## config.mk

```make
export PLATFORM = sky130hd
export DESIGN_NAME = note_hit_judge
export DESIGN_NICKNAME = d
export VERILOG_FILES = /design/src/rtl/note_hit_judge.sv
export SDC_FILE = /design/constraint.sdc
export NUM_CORES = 1
export LEC_CHECK = 0
export BUFFER_PORTS_ARGS = -buffer_cell sky130_fd_sc_hd__buf_2
export CAP_MARGIN = 20
export CELL_PAD_IN_SITES_DETAIL_PLACEMENT = 1
export CELL_PAD_IN_SITES_GLOBAL_PLACEMENT = 2
export CORE_MARGIN = 3
export CORE_UTILIZATION = 36
export CTS_BUF_LIST = sky130_fd_sc_hd__clkbuf_2
export DETAILED_ROUTE_END_ITERATION = 10
export PLACE_DENSITY_LB_ADDON = 0.1
export SYNTH_ARGS = -nofsm -noshare
export SYNTH_HDL_FRONTEND = slang
export SYNTH_SLANG_ARGS = --single-unit
```

## constraint.sdc

```tcl
create_clock -name Clk -period 4.4 [get_ports Clk]
set_clock_uncertainty 0.05 [all_clocks]
set_input_delay 0.44 -clock Clk [delete_from_list [all_inputs] [get_ports Clk]]
set_output_delay 0.44 -clock Clk [all_outputs]
set_load 0.02 [all_outputs]
```

## src/rtl/note_hit_judge.sv

```systemverilog
// note_hit_judge: per-lane note judgment (perfect/good/miss/ghost)
// plus score, streak and multiplier bookkeeping for the HUD.
module note_hit_judge #(
  parameter logic [9:0]  HIT_Y_MIN   = 10'd380,
  parameter logic [9:0]  HIT_Y_MAX   = 10'd440,
  parameter logic [9:0]  PERF_Y_MIN  = 10'd400,
  parameter logic [9:0]  PERF_Y_MAX  = 10'd420,
  parameter logic [15:0] PTS_PERFECT = 16'd100,
  parameter logic [15:0] PTS_GOOD    = 16'd50
) (
  input  logic        Clk,
  input  logic        Reset,
  input  logic        frame_clk,
  input  logic [9:0]  note_y_pos,
  input  logic        note_active,
  input  logic        key_pressed,
  output logic        hit_pulse,
  output logic        perfect_pulse,
  output logic        miss_pulse,
  output logic        ghost_pulse,
  output logic [15:0] score,
  output logic [7:0]  streak,
  output logic [2:0]  multiplier
);

  typedef enum logic [1:0] {
    S_IDLE,
    S_TRACK,
    S_DONE
  } state_t;

  state_t r_state;
  state_t w_state_nx;

  logic       r_key_s;
  logic       r_frame_s;
  logic       r_act_s;
  logic [9:0] r_y_s;

  logic       r_key_d;
  logic       r_frame_d;
  logic       r_key_edge;
  logic       r_frame_edge;
  logic       r_act_q;
  logic [9:0] r_y_q;

  logic        r_hit;
  logic        r_perf;
  logic        r_miss;
  logic        r_ghost;
  logic [15:0] r_score;
  logic [7:0]  r_streak;
  logic [2:0]  r_mult;

  logic        w_hit;
  logic        w_perf_hit;
  logic        w_miss;
  logic        w_ghost;
  logic        w_clear;
  logic        w_in_win;
  logic        w_early;
  logic        w_late;
  logic        w_perf_win;
  logic [15:0] w_base;
  logic [15:0] w_points;
  logic [16:0] w_sum;
  logic [15:0] w_score_nx;
  logic [7:0]  w_streak_inc;

  // Multiplier tier from a streak: 1 + streak/10, capped at 4.
  function automatic logic [2:0] f_mult(input logic [7:0] s);
    if (s >= 8'd30)      return 3'd4;
    else if (s >= 8'd20) return 3'd3;
    else if (s >= 8'd10) return 3'd2;
    else                 return 3'd1;
  endfunction

  // Sample inputs, then build edges; y and active travel alongside
  // so the judge sees a consistent snapshot with each edge.
  always_ff @(posedge Clk) begin
    if (Reset) begin
      r_key_s      <= 1'b0;
      r_frame_s    <= 1'b0;
      r_act_s      <= 1'b0;
      r_y_s        <= '0;
      r_key_d      <= 1'b0;
      r_frame_d    <= 1'b0;
      r_key_edge   <= 1'b0;
      r_frame_edge <= 1'b0;
      r_act_q      <= 1'b0;
      r_y_q        <= '0;
    end else begin
      r_key_s      <= key_pressed;
      r_frame_s    <= frame_clk;
      r_act_s      <= note_active;
      r_y_s        <= note_y_pos;
      r_key_d      <= r_key_s;
      r_frame_d    <= r_frame_s;
      r_key_edge   <= r_key_s & ~r_key_d;
      r_frame_edge <= r_frame_s & ~r_frame_d;
      r_act_q      <= r_act_s;
      r_y_q        <= r_y_s;
    end
  end

  assign w_in_win   = (r_y_q >= HIT_Y_MIN) && (r_y_q <= HIT_Y_MAX);
  assign w_early    = (r_y_q < HIT_Y_MIN);
  assign w_late     = (r_y_q > HIT_Y_MAX);
  assign w_perf_win = (r_y_q >= PERF_Y_MIN) && (r_y_q <= PERF_Y_MAX);

  // State register.
  always_ff @(posedge Clk) begin
    if (Reset) r_state <= S_IDLE;
    else       r_state <= w_state_nx;
  end

  // Judgment: key is evaluated before the frame-tick miss rule.
  always_comb begin
    w_state_nx = r_state;
    w_hit      = 1'b0;
    w_perf_hit = 1'b0;
    w_miss     = 1'b0;
    w_ghost    = 1'b0;
    w_clear    = 1'b0;
    unique case (r_state)
      S_IDLE: begin
        if (r_key_edge) w_ghost = 1'b1;
        if (r_act_q)    w_state_nx = S_TRACK;
      end
      S_TRACK: begin
        if (r_key_edge && w_in_win) begin
          w_hit      = 1'b1;
          w_perf_hit = w_perf_win;
          w_state_nx = S_DONE;
        end else if (r_key_edge && w_early) begin
          w_ghost = 1'b1;
          w_clear = 1'b1;
        end else if (r_frame_edge && w_late) begin
          w_miss     = 1'b1;
          w_clear    = 1'b1;
          w_state_nx = S_DONE;
        end else if (r_key_edge) begin
          // late press before the miss tick: no note to match
          w_ghost = 1'b1;
        end else if (!r_act_q) begin
          w_miss     = 1'b1;
          w_clear    = 1'b1;
          w_state_nx = S_IDLE;
        end
      end
      S_DONE: begin
        if (r_key_edge) w_ghost = 1'b1;
        if (!r_act_q)   w_state_nx = S_IDLE;
      end
      default: w_state_nx = S_IDLE;
    endcase
  end

  assign w_base       = w_perf_hit ? PTS_PERFECT : PTS_GOOD;
  assign w_points     = w_base * {13'd0, r_mult};
  assign w_sum        = {1'b0, r_score} + {1'b0, w_points};
  assign w_score_nx   = w_sum[16] ? 16'hFFFF : w_sum[15:0];
  assign w_streak_inc = (r_streak == 8'hFF) ? 8'hFF : r_streak + 8'd1;

  // Register pulses and scoreboard updates together.
  always_ff @(posedge Clk) begin
    if (Reset) begin
      r_hit    <= 1'b0;
      r_perf   <= 1'b0;
      r_miss   <= 1'b0;
      r_ghost  <= 1'b0;
      r_score  <= '0;
      r_streak <= '0;
      r_mult   <= 3'd1;
    end else begin
      r_hit   <= w_hit;
      r_perf  <= w_perf_hit;
      r_miss  <= w_miss;
      r_ghost <= w_ghost;
      if (w_hit) begin
        r_score  <= w_score_nx;
        r_streak <= w_streak_inc;
        r_mult   <= f_mult(w_streak_inc);
      end else if (w_clear) begin
        r_streak <= '0;
        r_mult   <= 3'd1;
      end
    end
  end

  assign hit_pulse     = r_hit;
  assign perfect_pulse = r_perf;
  assign miss_pulse    = r_miss;
  assign ghost_pulse   = r_ghost;
  assign score         = r_score;
  assign streak        = r_streak;
  assign multiplier    = r_mult;

endmodule

```

==> results.md <==
* Final GP Congestion at 0.817
* Die X at 99.5 um
* Per-cell routed wire length at 14.3 um
* Worst VDD drop at 0.148 mV
* CTS Root Cell: clkbuf_2
* Critical Path RT at 4740 ps
* Drt first pass iters at 4
* Psw at 0.250 mW
* Final setup viols at 0
* EDFF count, synth at 0
* Drt first-iter violations at 64
* Most repeated library cell on the critical path: fa_1
* Slowest cell on the critical path: fa_1
* Vias in the first global route at 2,586
* Clock buffer depth at 2
* Maximum net fanout on the critical path at 6
* Mapped Nets at 387
* Leak at 1.54 nW
* Final Hold Vio Count at 0
* Area contributors post-synth: dfxtp_1 39%, nor2b_1 7.8%, ha_1 6.0%
* Max cap viols at 0
* Sw Ratio at 0.258
* Final Power at 0.968 mW
* RSZ-0062 raised after global routing: false
* Crit path launch type: flop
* Worst EP arrival at 4420 ps
* Most frequent cells in the layout: 61 x dfxtp_1, 45 x buf_2, 39 x nor2b_1
* Initial antenna violation count at 0
* Crit path capture type: flop
* Hold Slack at 115 ps
* Cell taking the most area after synthesis: dfxtp_1
* Tightest Pin Transition at 1020 ps
* Synth Instances at 349
* Critical path class: reg -> reg
* Ys Warns at 0
* Area of the core at 8340 um2
* Yosys top cell area share at 0.388
* Status: completed
* Inserted Clock Buffers at 9
* Area of the multi-input gates at 1760 um2
* Worst-skew pair later-pin latency at 480 ps
* Slew Limit Fails at 0
* Vias per cell at 5.22
* Worst path cell trace: and4bb_2 > o2111ai_1 > nand2_1 > and4b_1 > buf_4 > nand2b_1 > fa_1 > inv_1 > fa_1 > ha_1 > and3_1 > a22oi_1 > a2bb2oi_1 > o311a_1 > a211oi_1
* FFs w/ async S/R, synth at 0
* Largest stage delay, worst path at 520 ps
* Logic pwr share at 0.046
* Fin crit share at 0.929
* Seq/Total Area, Yosys at 0.388
* Area grow syn2layout at 14.4%
* Power share of the sequential group at 0.591
* Largest net degree at the start of global routing at 55
* First-pass GRT wire length at 12,100 um
* Initial Utilization at 0.377
* Delay-heaviest family, CP: adder cells
* Top_reg_cell synth: dfxtp_1
* Row cnt at 33
* H-tree Lvls at 3
* Period minus WS final at 4090 ps
* I/O Buffers at 45
* Power share of the clock group at 0.363
* Overall routed net length at 7230 um
* Die ar. at 9890 um2
* Chip height at 99.5 um
* PwrDens at 269 nW/um2
* Gr ovfl total at 0
* Net count, final at 432
* Syn_area_per_cell at 9.01 um2
* Fillers at 1,011
* Vias at 2,632
* Synth Register Bits at 61
* DRC Markers at 0
* Ports at 46
* Min-delay worst type: in -> reg
* Synthesized area at 3140 um2
* CTS tree: yes
* Worst-path clk slew at 200 ps
* Sequential cell area at 1220 um2
* Number of library cell types mapped by synthesis at 59
* Cell-internal power at 0.718 mW
* Setup TNS at 0 ps
* Worst path buffer plus inverter count at 2
* Post-CTS Hold Buffers at 0
* Ant diodes at 0
* Antenna-violating nets left at 0
* F_max at 245 MHz
* GRT Util Overall at 0.152
* Clock Sinks at 61
* Relative slew slack at 0.323
* Ratio of cells with drive above 1 in the final layout at 0.193
* Most common cell after layout, fill and taps aside: dfxtp_1
* DP HPWL at 5290 um
-- cell families after synthesis --
| logic type | synth area share |
|---|---|
| AND/OR/NAND/NOR | 0.214 |
| AO/OA/AOI/OAI | 0.200 |
| flip-flops | 0.388 |
| buffers and inverters | 0.0581 |
| adder cells (fa/ha/maj) | 0.111 |
| XOR/XNOR | 0.0167 |
| multiplexers | 0.0107 |
| other | 0.00119 |
-- sequential cells by signal, indices dropped and copies added, names as in the netlist, 2 cells and up --
register	flops
multiplier	3
score	16
r_state	2
r_y_s	10
r_y_q	10
streak	8
-- final timing paths --
| check | startpoint | end | slack, ps | cells past startpoint |
|---|---|---|---|---|
| max reg2reg | r_y_q[9] | score[13] | 310 | 15 |
| max | r_y_q[9] | score[13] | 310 | 15 |
| min | frame_clk | r_frame_s | 120 | 2 |
| min reg2reg | r_key_d | r_key_edge | 350 | 1 |
-- power by group through the flow --
stage | combinational, mW | sequential [mW] | clock (mW)
2_1_floorplan | 0.0311 | 0.583 | 0
6_report | 0.0445 | 0.572 | 0.351
5_1_grt | 0.0507 | 0.575 | 0.394
3_3_place_gp | 0.0443 | 0.583 | 0
4_1_cts | 0.0451 | 0.573 | 0.372
3_5_place_dp | 0.0449 | 0.584 | 0
-- per-layer routing --
| metal | wire, um | vias up | global-route usage |
|---|---|---|---|
| met3 | 297 | 6 | 0.0393 |
| li1 | - | 1317 | - |
| met5 | 0 | - | 0 |
| met1 | 3530 | 1269 | 0.200 |
| met4 | 72 | 0 | 0.0483 |
| met2 | 3320 | 40 | 0.244 |
-- timing repair --
action                                  in CTS  in global routing
endpoints found under the setup margin       0                 12
buffers inserted                             0                  0
gates resized for setup                      0                  4
-- stage by stage --
step | instances | setup WS [ps] | util | instance area, um2
after floorplan | 349 | 641 | - | 3140
after global placement | 488 | 285 | 0.415 | 3460
after detailed placement | 488 | 241 | 0.415 | 3460
after CTS | 504 | 137 | 0.429 | 3580
after global routing | 504 | 10.4 | 0.431 | 3600
final | 504 | 313 | 0.431 | 3600
-- layout make-up --
class,instances,area share
Multi-Input combinational cell,241,0.489
Clock inverter,6,0.0174
Inverter,33,0.0344
Clock buffer,10,0.0139
Tap cell,105,0.0365
Timing Repair Buffer,48,0.0689
Sequential cell,61,0.340
-- cells in the mapped netlist, drive strengths merged, types with 6 or more instances --
library cell  instances
fa                    8
clkbuf                9
inv                  32
ha                   15
and2                  6
o21ai                14
a21oi                12
nor2                 21
a31oi                 6
nand2                15
nor3                  8
nand4                 8
nand3                 9
nor2b                39
a211oi               17
dfxtp                61
-- worst register-to-register path, delay by kind of cell (launching register included) --
family	cells	cell delay [ps]
buf+inv	2	230
fa+ha+maj	3	1320
compound gates	5	1030
flops	1	430
simple gates	5	940
Note: power is estimated with default switching activity, not from simulation.
